<file path="config.mk">
export PLATFORM = sky130hd
export DESIGN_NAME = key_event_queue
export DESIGN_NICKNAME = d
export VERILOG_FILES = /design/src/rtl/key_evt_pkg.sv /design/src/rtl/key_evt_fifo.sv /design/src/rtl/key_event_queue.sv
export SDC_FILE = /design/constraint.sdc
export NUM_CORES = 1
export LEC_CHECK = 0
export ABC_AREA = 1
export BUFFER_PORTS_ARGS = -buffer_cell sky130_fd_sc_hd__buf_2
export CAP_MARGIN = 10
export CELL_PAD_IN_SITES_DETAIL_PLACEMENT = 1
export CELL_PAD_IN_SITES_GLOBAL_PLACEMENT = 1
export CORE_MARGIN = 2
export CORE_UTILIZATION = 45
export DETAILED_ROUTE_END_ITERATION = 8
export PLACE_DENSITY = 0.73
export SETUP_SLACK_MARGIN = 0.15
export SLEW_MARGIN = 20
export SYNTH_ARGS = -nofsm -noshare
export SYNTH_HDL_FRONTEND = slang
export SYNTH_SLANG_ARGS = --single-unit
export TNS_END_PERCENT = 5
</file>
<file path="constraint.sdc">
create_clock -name clk -period 3.74 [get_ports clk]
set_clock_uncertainty 0.15 [all_clocks]
set_input_delay 0.748 -clock clk [delete_from_list [all_inputs] [get_ports clk]]
set_output_delay 0.748 -clock clk [all_outputs]
set_load 0.05 [all_outputs]
</file>
<file path="src/rtl/key_evt_pkg.sv">
// Shared constants and helpers for the keyboard event queue: key indices,
// event byte layout and the direction-key mask.
package key_evt_pkg;

  localparam int NUM_KEYS = 12;

  localparam int KEY_I  = 0;
  localparam int KEY_SP = 1;
  localparam int KEY_Q  = 2;
  localparam int KEY_P  = 3;
  localparam int KEY_O  = 4;
  localparam int KEY_L  = 5;
  localparam int KEY_K  = 6;
  localparam int KEY_J  = 7;
  localparam int KEY_D  = 8;
  localparam int KEY_S  = 9;
  localparam int KEY_A  = 10;
  localparam int KEY_W  = 11;

  localparam int EVT_PRESS = 7;
  localparam int EVT_REP   = 6;

  localparam logic [NUM_KEYS-1:0] DIR_MASK = 12'hF00;

  // Build an event byte: [7]=press, [6]=repeat, [5:4]=0, [3:0]=key index.
  function automatic logic [7:0] makeEvt(input logic press, input logic rep,
                                         input logic [3:0] idx);
    logic [7:0] evt;
    evt = {4'b0000, idx};
    evt[EVT_PRESS] = press;
    evt[EVT_REP] = rep;
    return evt;
  endfunction

endpackage

</file>
<file path="src/rtl/key_evt_fifo.sv">
// Show-ahead synchronous FIFO for event bytes. A push into a full FIFO is
// accepted only when a pop happens in the same cycle; otherwise it is
// dropped and flagged for one cycle on 'dropped'.
module key_evt_fifo #(
  parameter int DEPTH = 8,
  parameter int WIDTH = 8
) (
  input  logic             clk,
  input  logic             rst,
  input  logic             push,
  input  logic [WIDTH-1:0] pushData,
  input  logic             pop,
  output logic [WIDTH-1:0] headData,
  output logic             empty,
  output logic             dropped
);

  localparam int AW = $clog2(DEPTH);

  logic [WIDTH-1:0] mem [DEPTH];
  logic [AW-1:0]    wrPtr;
  logic [AW-1:0]    rdPtr;
  logic [AW:0]      count;
  logic             full;
  logic             doPush;
  logic             doPop;

  assign empty   = (count == '0);
  assign full    = (count == (AW+1)'(DEPTH));
  assign doPop   = pop && !empty;
  assign doPush  = push && (!full || doPop);
  assign dropped = push && !doPush;

  // Head is forced to zero while empty so the output is defined from reset.
  assign headData = empty ? '0 : mem[rdPtr];

  // Storage array; no reset needed because reads are gated by 'empty'.
  always_ff @(posedge clk) begin
    if (doPush) mem[wrPtr] <= pushData;
  end

  // Pointers wrap naturally modulo DEPTH (power of two); count tracks fill.
  always_ff @(posedge clk or posedge rst) begin
    if (rst) begin
      wrPtr <= '0;
      rdPtr <= '0;
      count <= '0;
    end else begin
      if (doPush) wrPtr <= wrPtr + 1'b1;
      if (doPop)  rdPtr <= rdPtr + 1'b1;
      case ({doPush, doPop})
        2'b10:   count <= count + 1'b1;
        2'b01:   count <= count - 1'b1;
        default: count <= count;
      endcase
    end
  end

endmodule

</file>
<file path="src/rtl/key_event_queue.sv">
// Keyboard event queue: synchronises the held-key bus, converts press and
// release edges into event bytes, adds typematic repeat for W/A/S/D and
// buffers everything in a FIFO popped by the CPU.
module key_event_queue
  import key_evt_pkg::*;
#(
  parameter int DEPTH         = 8,
  parameter int REPEAT_DELAY  = 2500000,
  parameter int REPEAT_PERIOD = 500000
) (
  input  logic        clk,
  input  logic        rst,
  input  logic [11:0] ctrl_bus,
  output logic [7:0]  evt_data,
  output logic        evt_valid,
  input  logic        evt_ready,
  output logic [11:0] key_state,
  output logic        ovf,
  input  logic        clr_ovf
);

  localparam int CNT_MAX = (REPEAT_DELAY > REPEAT_PERIOD) ? REPEAT_DELAY : REPEAT_PERIOD;
  localparam int CW      = $clog2(CNT_MAX + 1);

  logic [NUM_KEYS-1:0] syncQ1, syncQ2, prevQ;
  logic [NUM_KEYS-1:0] rise, fall;
  logic [NUM_KEYS-1:0] pend, ptype, pendNxt, ptypeNxt, keepPend;

  logic          trkValid;
  logic [1:0]    trkSel;
  logic [CW-1:0] repCnt;
  logic [3:0]    dirRise, dirFall, dirHeld;
  logic [1:0]    newSel;
  logic          repFire;

  logic       serValid;
  logic [3:0] serIdx;
  logic       fifoPush;
  logic [7:0] pushData;
  logic       fifoEmpty;
  logic       fifoDrop;

  assign rise      = syncQ2 & ~prevQ;
  assign fall      = ~syncQ2 & prevQ;
  assign key_state = syncQ2;

  assign dirRise = rise[KEY_D +: 4] & DIR_MASK[KEY_D +: 4];
  assign dirFall = fall[KEY_D +: 4];
  assign dirHeld = syncQ2[KEY_D +: 4];

  // Two-flop synchroniser plus previous-value register for edge detection.
  always_ff @(posedge clk or posedge rst) begin
    if (rst) begin
      syncQ1 <= '0;
      syncQ2 <= '0;
      prevQ  <= '0;
    end else begin
      syncQ1 <= ctrl_bus;
      syncQ2 <= syncQ1;
      prevQ  <= syncQ2;
    end
  end

  // Pick which direction key a rise retargets the tracker to (lowest index wins a tie).
  always_comb begin
    newSel = '0;
    for (int i = 3; i >= 0; i--) begin
      if (dirRise[i]) newSel = 2'(i);
    end
  end

  // A repeat is due when the countdown has expired and the tracked key is still held.
  assign repFire = trkValid && (repCnt == '0) && dirHeld[trkSel];

  // Repeat tracker: a direction-key rise (re)loads it, a fall of the tracked key
  // disables it, otherwise the down-counter runs and reloads on each repeat.
  always_ff @(posedge clk or posedge rst) begin
    if (rst) begin
      trkValid <= 1'b0;
      trkSel   <= '0;
      repCnt   <= '0;
    end else if (|dirRise) begin
      trkValid <= 1'b1;
      trkSel   <= newSel;
      repCnt   <= CW'(REPEAT_DELAY);
    end else if (trkValid && dirFall[trkSel]) begin
      trkValid <= 1'b0;
    end else if (trkValid) begin
      if (repCnt == '0) repCnt <= CW'(REPEAT_PERIOD - 1);
      else              repCnt <= repCnt - 1'b1;
    end
  end

  // Serializer: lowest pending key, unless a repeat claims this cycle's FIFO slot.
  always_comb begin
    serIdx = '0;
    for (int i = NUM_KEYS - 1; i >= 0; i--) begin
      if (pend[i]) serIdx = 4'(i);
    end
    serValid = (|pend) && !repFire;
    fifoPush = repFire || serValid;
    if (repFire) pushData = makeEvt(1'b1, 1'b1, {2'b10, trkSel});
    else         pushData = makeEvt(ptype[serIdx], 1'b0, serIdx);
  end

  // Pending bookkeeping: the serialized key is retired first, then a new edge
  // either arms an idle key or cancels an opposite pending edge.
  always_comb begin
    pendNxt  = pend;
    ptypeNxt = ptype;
    for (int i = 0; i < NUM_KEYS; i++) begin
      keepPend[i] = pend[i] && !(serValid && (serIdx == 4'(i)));
      pendNxt[i]  = keepPend[i];
      if (rise[i] || fall[i]) begin
        if (keepPend[i]) begin
          pendNxt[i] = 1'b0;
        end else begin
          pendNxt[i]  = 1'b1;
          ptypeNxt[i] = rise[i];
        end
      end
    end
  end

  // Pending flags and their edge types.
  always_ff @(posedge clk or posedge rst) begin
    if (rst) begin
      pend  <= '0;
      ptype <= '0;
    end else begin
      pend  <= pendNxt;
      ptype <= ptypeNxt;
    end
  end

  // Sticky overflow flag; clear wins over a same-cycle drop.
  always_ff @(posedge clk or posedge rst) begin
    if (rst)           ovf <= 1'b0;
    else if (clr_ovf)  ovf <= 1'b0;
    else if (fifoDrop) ovf <= 1'b1;
  end

  key_evt_fifo #(
    .DEPTH (DEPTH),
    .WIDTH (8)
  ) uFifo (
    .clk      (clk),
    .rst      (rst),
    .push     (fifoPush),
    .pushData (pushData),
    .pop      (evt_ready),
    .headData (evt_data),
    .empty    (fifoEmpty),
    .dropped  (fifoDrop)
  );

  assign evt_valid = !fifoEmpty;

endmodule

</file>
==> out/qor.txt, run 1 <==
Synth Register Bits - 144
layout cells sized above 1 - 13.45%
die width - 125.0 um
min cycle time layout - 3221 ps
crit path launch type - register
Post-CTS Hold Buffers - 0
first-pass GRT wire length - 25,230 um
CP cell instances - inv_1 -> o21ai_0 -> o22ai_1 -> o21ai_0 -> a31oi_1 -> buf_2
area leader, netlist - dfrtp_1
DP HPWL - 10,250 um
Detailed Routing Iterations Pass 1 - 4
worst-margin pin slew - 1061 ps
family with the most delay on the worst path - buffers and inverters
Max-slew headroom - 28.54%
CP Buf/Inv Count - 2
final period utilization - 86.13%
fmax - 0.3104 GHz
Async S/R FF share, synth - 66.67%
critical path's most frequent cell - o21ai_0
slowest CP cell - inv_1
Post-synth top flop - dfrtp_1
max incr delay on CP - 500 ps
RSZ-0062 raised after global routing - false
std cell rows - 44
max-slew violations - 0
ranking of synthesized cells by area - dfrtp_1 36%, edfxtp_1 22%, ha_1 6.6%
critical path type - reg -> out
DRT Wirelength - 14,810 um
largest net degree at the start of global routing - 97
PortBufs - 35
via count - 4,635
power per cell area - 792.5 nW/um^2
post-synth top area share - 36.47%
DRT iter0 DRCs - 232
most frequent cells after synthesis - 106 x inv_1, 96 x dfrtp_1, 96 x nor2_1, 81 x nand2_1, 65 x o21ai_0
CTS clk-pin slew, worst paths - 60 ps
Final Util - 52.67%
CTS Buf Count - 17
TNS Setup - 0 ps
critical path arrival - 2320 ps
EDFF count, synth - 48
drt drc - 0
initial antenna violation count - 0
clock root buffer - clkbuf_16
vias per cell - 5.122
static leakage - 0.003520 uW
Ys Warns - 0
Cell Area, Synth - 6586 sq um
Clock Latency Late Sink - 420 ps
vias in the first global route - 5,033
Die Y - 125.0 um
CTS Sinks - 144
all-layer global routing usage - 20.50%
Seq/Total Area, Yosys - 58.36%
# setup viols final - 0
Gate Count Post-Synth - 659
CTS tree - done
status - completed
CP endpoint kind - primary output
Max-cap violations - 0
GRT overflow - 0
worst min path class - reg -> reg
final hold slack - 196.5 ps
routed wire length per instance - 16.36 um
Yosys cell types - 38
H-tree Lvls - 4
IO Count - 38
ant diodes - 0
Longest Clk Path Bufs - 2
core area - 14,420 sq um
worst slack at placement - 558.8 ps
critical path data required time - 2840 ps
GPL Wtd Cong - 0.7922
crit-path max FO - 24
Area growth syn-to-layout - 15.35%
Initial Util - 45.66%
count leader, synth - inv_1
Nets - 761
Die ar. - 15,620 sq um
final hold vios - 0
Final Power - 6021 uW
IR Drop Worst-Case VDD - 0.0003282 V
# Post-CTS Setup Buffers - 0
synthesized area per cell - 9.994 sq um
DRT antenna net count - 0
post-CTS sizing - 0
setup ws final - 518.7 ps
-- layout by cell type, fill, tap and decap left out, types with 5 or more instances in the layout --
master and instances:
mux2_2 6, inv_1 105, edfxtp_1 48, nand2_1 81
o22ai_1 7, a31oi_1 6, a21oi_1 11, clkbuf_16 17
dfrtp_1 96, clkinv_2 5, ha_1 35, xor2_1 11
o21ai_0 65, xnor2_1 5, nor3_1 8, nor2_1 96
buf_2 35, nand3_1 29
-- metrics by stage --
stage | std cells | cell area (sq um)
2_1_floorplan | 660 | 6590
3_3_place_gp | 874 | 7003
3_5_place_dp | 874 | 7003
4_1_cts | 905 | 7597
5_1_grt | 905 | 7597
6_report | 905 | 7597
-- registers in the layout (all words and copies together), names as in the netlist, 4 cells and up --
register	cells
repCnt	22
key_state	12
uFifo.mem	48
ptype	12
uFifo.count	4
pend	12
syncQ1	12
prevQ	12
-- per-layer routing --
layer  wire length [um]  share of wire (%)  up-vias  track usage (%)
li1                   -                  -     2250                -
met1               6874                 46     2314            26.53
met2               7394                 50       54            34.78
met3                374                2.5       17            4.964
met4                165                1.1        0            5.490
met5                  0                  0        -                0
-- worst register-to-register path: cells and delay by family, from the launching register on --
| family | cells | cell delay (ps) |
|---|---|---|
| DFF | 1 | 400 |
| xor gates and xnor gates | 1 | 130 |
| adders and majority gates | 2 | 540 |
| buffers and inverters | 2 | 140 |
| and+or+nand+nor | 12 | 1460 |
| AOI/OAI and AO/OA | 1 | 250 |
-- final cells by class --
cell class	instances	area, sq um
multi-input combinational	396	2288
fill	1646	6827
clock buffer	20	456.7
inverter	110	415.4
tap	184	230.2
sequential	144	3844
timing repair buffer	40	225.2
clock inverter	11	137.6
-- power by group --
group	internal (uW)	total, uW	leakage (uW)	switching, uW
Sequential	2130	2330	0.00159	200
Combinational	558	1990	0.00164	1430
Clock	1070	1700	0.000296	629
-- kinds of logic after synthesis --
family / synth area share (%)
XOR/XNOR: 2.128
other: 0.05694
flip-flops: 58.36
AO/OA/AOI/OAI: 7.960
AND/OR/NAND/NOR: 16.57
buffers and inverters: 6.953
multiplexers: 1.026
adder cells (fa/ha/maj): 6.953
-- worst paths after layout --
check                                 endpoint  cells past startpoint  slack (ps)            from
worst min register to register    key_state[5]                      0         200       syncQ1[5]
worst min-delay path              key_state[5]                      0         200       syncQ1[5]
worst max register to register  uFifo.count[3]                     18         570      repCnt[17]
worst max-delay path               evt_data[6]                      6         520  uFifo.rdPtr[0]
min in group asynchronous            syncQ1[7]                      3         290             rst
max in group asynchronous           repCnt[21]                      3        2760             rst
(Power assumes the default switching activity.)
==> run 2, diff against run 1 <==
--- a/config.mk
+++ b/config.mk
@@ -14,6 +14,7 @@
 export CORE_UTILIZATION = 45
 export DETAILED_ROUTE_END_ITERATION = 8
 export PLACE_DENSITY = 0.73
+export REMOVE_ABC_BUFFERS = 1
 export SETUP_SLACK_MARGIN = 0.15
 export SLEW_MARGIN = 20
 export SYNTH_ARGS = -nofsm -noshare
==> run 2 against run 1 <==
Non-clock buffer count shrank 1. Sequential share of layout area is essentially flat. Register-to-register slack lost 20 ps. Global-route usage grew 0.13 points. Sequential power is essentially flat. Via count grew 1.4%. Critical path depth grew 12. Total power shrank 0.22%. Core utilization is essentially flat. Highest routed layer unchanged.
==> out/qor.txt, run 2 (synthesis results as in run 1) <==
IR Drop Worst-Case VDD - 0.0003186 V (-2.9%)
layout cells sized above 1 - 13.31% (-0.14 points)
initial antenna violation count - 0 (unchanged)
Longest Clk Path Bufs - 2 (unchanged)
PortBufs - 35 (unchanged)
DRT antenna net count - 0 (unchanged)
Nets - 760 (-0.13%)
std cell rows - 44 (unchanged)
Critical path origin - repCnt[0]
RSZ-0062 raised after global routing - false
CP endpoint kind - register
status - completed
# Post-CTS Setup Buffers - 0 (unchanged)
DRT iter0 DRCs - 256 (+10%)
Die Y - 125.0 um (unchanged)
final instance area - 7595 sq um (about the same)
Reg2Reg Launch Point - repCnt[0]
largest net degree at the start of global routing - 97 (unchanged)
GPL Wtd Cong - 0.8494 (+7.2%)
hold path startpoint - syncQ1[10]
final hold slack - 197.9 ps (+1.466 ps)
drt drc - 0 (unchanged)
GRT overflow - 0 (unchanged)
die width - 125.0 um (unchanged)
TNS Setup - 0 ps (unchanged)
ant diodes - 0 (unchanged)
CTS Sinks - 144 (unchanged)
max reg flops - 48 (unchanged)
commonest non-fill, non-tap cell in the layout - inv_1
final hold vios - 0 (unchanged)
max-slew violations - 0 (unchanged)
H-tree Lvls - 4 (unchanged)
CTS Buf Count - 17 (unchanged)
post-CTS sizing - 0 (unchanged)
core area - 14,420 sq um (unchanged)
via count - 4,702 (+1.4%)
# setup viols final - 0 (unchanged)
CTS tree - done
DRT Wirelength - 14,950 um (+0.97%)
static leakage - 0.003510 uW (-0.29%)
crit-path max FO - 14 (-42%)
most frequent cells in the layout - 105 x inv_1, 96 x nor2_1, 96 x dfrtp_1
Post-CTS Hold Buffers - 0 (unchanged)
leading registers by flop count - uFifo.mem x48, repCnt x22
critical path arrival - 3350 ps (+1030 ps)
critical path type - reg -> reg
worst min path class - reg -> reg
critical path data required time - 3900 ps (+1060 ps)
Biggest register - uFifo.mem
first-pass GRT wire length - 25,370 um (+0.57%)
final period utilization - 85.23% (-0.90 points)
Area growth syn-to-layout - 15.31% (about the same)
all-layer global routing usage - 20.62% (+0.13 points)
clock root buffer - clkbuf_16
Initial Util - 45.66% (unchanged)
min cycle time layout - 3187 ps (-33.84 ps)
Detailed Routing Iterations Pass 1 - 4 (unchanged)
Placed Area - 6995 sq um (-0.11%)
Max-slew headroom - 34.64% (+6.1 points)
routed wire length per instance - 16.52 um (+0.97%)
fmax - 0.3137 GHz (+1.1%)
worst-margin pin slew - 970.2 ps (-90.57 ps)
vias in the first global route - 5,130 (+1.9%)
power per cell area - 791.0 nW/um^2 (-0.19%)
CTS clk-pin slew, worst paths - 60 ps (about the same)
Max-cap violations - 0 (unchanged)
crit path launch type - register
IO Count - 38 (unchanged)
DP HPWL - 10,310 um (+0.55%)
Die ar. - 15,620 sq um (unchanged)
Clock Latency Late Sink - 420 ps (about the same)
vias per cell - 5.196 (+1.4%)
==> run 2: power breakdown <==
group          internal [uW]  switching, uW
clock                   1040            644
sequential              2130            195
combinational            555           1450
total                   3720           2280
==> run 2: metrics by stage <==
stage	total power (uW)	utilization (%)	setup WS (ps)	instances
after floorplan	3712	-	336.6	650
after global placement	4216	48.50	684.6	873
after detailed placement	4346	48.50	554.8	873
after CTS	6075	52.65	509.5	905
after global routing	6400	52.65	283.1	905
final	6008	52.65	552.5	905
==> run 2: area by class of cell <==
class / count / area (sq um)
fill: 1651 / 6829
sequential: 144 / 3844
multi-input combinational: 396 / 2288
clock buffer: 25 / 526.8
inverter: 110 / 415.4
tap: 184 / 230.2
timing repair buffer: 39 / 217.7
clock inverter: 7 / 72.57
==> run 2: worst max-delay path, cell delays in order (launching register included) <==
cell and delay, ps:
dfrtp_1 360, inv_1 130, ha_1 200, nand3_1 80, nor2_1 210, nand3_4 180, nor2_8 230, nor3_4 70
nor2_4 130, inv_2 60, ha_1 220, ha_1 330, nand2_1 90, nor2_1 40, a211oi_1 230, nor2_1 80
nor2_1 90, nand2_1 70, xor2_1 130
==> run 2: layer usage <==
layer | GRT usage (%) | vias to the layer above | share of wire (%)
met3 | 4.236 | 25 | 2.4
met1 | 25.76 | 2357 | 45
li1 | - | 2257 | -
met4 | 7.451 | 0 | 1.7
met5 | 0 | - | 0
met2 | 35.65 | 63 | 51
==> run 2: final timing paths <==
kind | to | slack (ps) | depth (start not counted)
setup / recovery | uFifo.count[3] | 550 | 18
hold / removal | key_state[10] | 200 | 0
setup reg to reg | uFifo.count[3] | 550 | 18
hold reg to reg | key_state[10] | 200 | 0
max in group asynchronous | repCnt[19] | 2780 | 3
min in group asynchronous | prevQ[5] | 310 | 3
==> run 3, diff against run 2 <==
--- a/config.mk
+++ b/config.mk
@@ -13,7 +13,7 @@
 export CORE_MARGIN = 2
 export CORE_UTILIZATION = 45
 export DETAILED_ROUTE_END_ITERATION = 8
-export PLACE_DENSITY = 0.73
+export PLACE_DENSITY_LB_ADDON = 0.1
 export REMOVE_ABC_BUFFERS = 1
 export SETUP_SLACK_MARGIN = 0.15
 export SLEW_MARGIN = 20
==> run 3 against run 2 <==
Critical path depth unchanged. Via count down 0.66%. Total power down 1.6%. Sequential share of layout area up 0.21 points. Sequential cell count unchanged. Core utilization down 0.22 points. Clock-buffer cell count down 2. First-iteration DRC count up 7.4%. Die area unchanged. Critical path type unchanged.
==> out/qor.txt, run 3 (synthesis results as in run 1) <==
CTS Sinks - 144 (unchanged)
final hold vios - 0 (unchanged)
IO Count - 38 (unchanged)
worst min path class - reg -> reg
IR Drop Worst-Case VDD - 0.0003628 V (+14%)
Clock Latency Late Sink - 420 ps (about the same)
# Post-CTS Setup Buffers - 0 (unchanged)
CTS Buf Count - 17 (unchanged)
Placed Cells - 874 (+0.11%)
final instance area - 7564 sq um (-0.41%)
Biggest register - uFifo.mem
critical path arrival - 3400 ps (+50 ps)
crit path launch type - register
leading registers by flop count - uFifo.mem x48, repCnt x22
DRT Wirelength - 14,990 um (+0.23%)
DRT met1 WL - 6715 um (about the same)
vias in the first global route - 5,087 (-0.84%)
Longest Clk Path Bufs - 2 (unchanged)
clock root buffer - clkbuf_16
first-pass GRT wire length - 25,470 um (+0.38%)
RSZ-0062 raised after global routing - false
drt drc - 0 (unchanged)
Initial Util - 45.66% (unchanged)
Nets - 761 (+0.13%)
routed wire length per instance - 16.56 um (+0.23%)
Max-slew headroom - 41.56% (+6.9 points)
DRT iter0 DRCs - 275 (+7.4%)
GRT overflow - 0 (unchanged)
post-CTS sizing - 0 (unchanged)
GPL Wtd Cong - 0.7779 (-8.4%)
via count - 4,671 (-0.66%)
static leakage - 0.003506 uW (-0.13%)
Post-CTS Hold Buffers - 0 (unchanged)
largest net degree at the start of global routing - 58 (-40%)
critical path type - reg -> reg
crit-path max FO - 14 (unchanged)
WL met2 - 7721 um (+1.2%)
initial antenna violation count - 0 (unchanged)
Top Metal Used - met4
worst-margin pin slew - 867.4 ps (-102.8 ps)
min cycle time layout - 3241 ps (+53.41 ps)
commonest non-fill, non-tap cell in the layout - inv_1
DP HPWL - 10,740 um (+4.1%)
critical path data required time - 3900 ps (about the same)
TNS Setup - 0 ps (unchanged)
all-layer global routing usage - 20.58% (-0.042 points)
core area - 14,420 sq um (unchanged)
H-tree Lvls - 4 (unchanged)
final period utilization - 86.66% (+1.4 points)
DRT antenna net count - 0 (unchanged)
die width - 125.0 um (unchanged)
met3 wire length - 308 um (-15%)
CTS tree - done
most frequent cells in the layout - 105 x inv_1, 96 x nor2_1, 96 x dfrtp_1
power per cell area - 781.2 nW/um^2 (-1.2%)
fmax - 0.3086 GHz (-1.6%)
CP endpoint kind - register
Placed Area - 7003 sq um (+0.11%)
Max-cap violations - 0 (unchanged)
CTS clk-pin slew, worst paths - 60 ps (about the same)
max reg flops - 48 (unchanged)
Final Util - 52.44% (-0.22 points)
PortBufs - 35 (unchanged)
Die Y - 125.0 um (unchanged)
ant diodes - 0 (unchanged)
Detailed Routing Iterations Pass 1 - 4 (unchanged)
# setup viols final - 0 (unchanged)
layout cells sized above 1 - 13.45% (+0.14 points)
max-slew violations - 0 (unchanged)
Die ar. - 15,620 sq um (unchanged)
Post-Layout Cell Count - 905 (unchanged)
std cell rows - 44 (unchanged)
vias per cell - 5.161 (-0.66%)
Area growth syn-to-layout - 14.84%
status - completed
-- run 3: cell types whose count changed in the layout (fill, tap and decap cells not counted), sizes merged --
cell,previous run,this run
inv,110,112
clkinv,4,5
clkbuf,25,23
bufinv,1,0
clkinvlp,2,1
buf,39,40
-- run 3: report_power, final --
part	switching, uW	internal (uW)
sequential	206	2130
combinational	1430	557
clock	635	952
total	2270	3640
-- run 3: area by class of cell --
| type | count | area (sq um) |
|---|---|---|
| fill | 1627 | 6860 |
| sequential | 144 | 3844 |
| multi-input combinational | 396 | 2288 |
| clock buffer | 23 | 509.2 |
| inverter | 110 | 415.4 |
| tap | 184 | 230.2 |
| timing repair buffer | 40 | 225.2 |
| clock inverter | 8 | 51.30 |
-- run 3: metrics by stage --
| stage | power [uW] | hold WS [ps] | worst slack, ps |
|---|---|---|---|
| detailed placement | 4362 | 185.6 | 526.4 |
| global route | 6300 | 201.4 | 234.8 |
| CTS | 5986 | 198.4 | 481.4 |
| global placement | 4236 | 181.4 | 667.7 |
| finish | 5909 | 195.8 | 499.1 |
| floorplan | 3712 | 181.2 | 336.6 |
-- run 3: final timing paths --
kind | to | depth (start not counted) | slack [ps] | start
setup reg to reg | uFifo.count[3] | 18 | 500 | repCnt[0]
max in group asynchronous | repCnt[19] | 3 | 2550 | rst
setup / recovery | uFifo.count[3] | 18 | 500 | repCnt[0]
hold / removal | key_state[11] | 0 | 200 | syncQ1[11]
min in group asynchronous | syncQ1[6] | 2 | 210 | rst
hold reg to reg | key_state[11] | 0 | 200 | syncQ1[11]
-- run 3: worst max-delay path: stages, from the launching register on --
cell and delay, ps:
dfrtp_1 360, inv_1 130, ha_1 210, nand3_1 80, nor2_1 190, nand3_4 170
nor2_8 240, nor3_4 70, nor2_4 130, inv_2 60, ha_1 220, ha_1 330
nand2_1 80, nor2_1 40, a211oi_1 280, nor2_1 70, nor2_1 90, nand2_1 70
xor2_1 140
-- run 3: routing by layer --
| metal | vias to the layer above | GRT usage [%] |
|---|---|---|
| met5 | - | 0 |
| met2 | 50 | 35.97 |
| met4 | 0 | 7.190 |
| met1 | 2352 | 25.66 |
| li1 | 2252 | - |
| met3 | 17 | 3.937 |
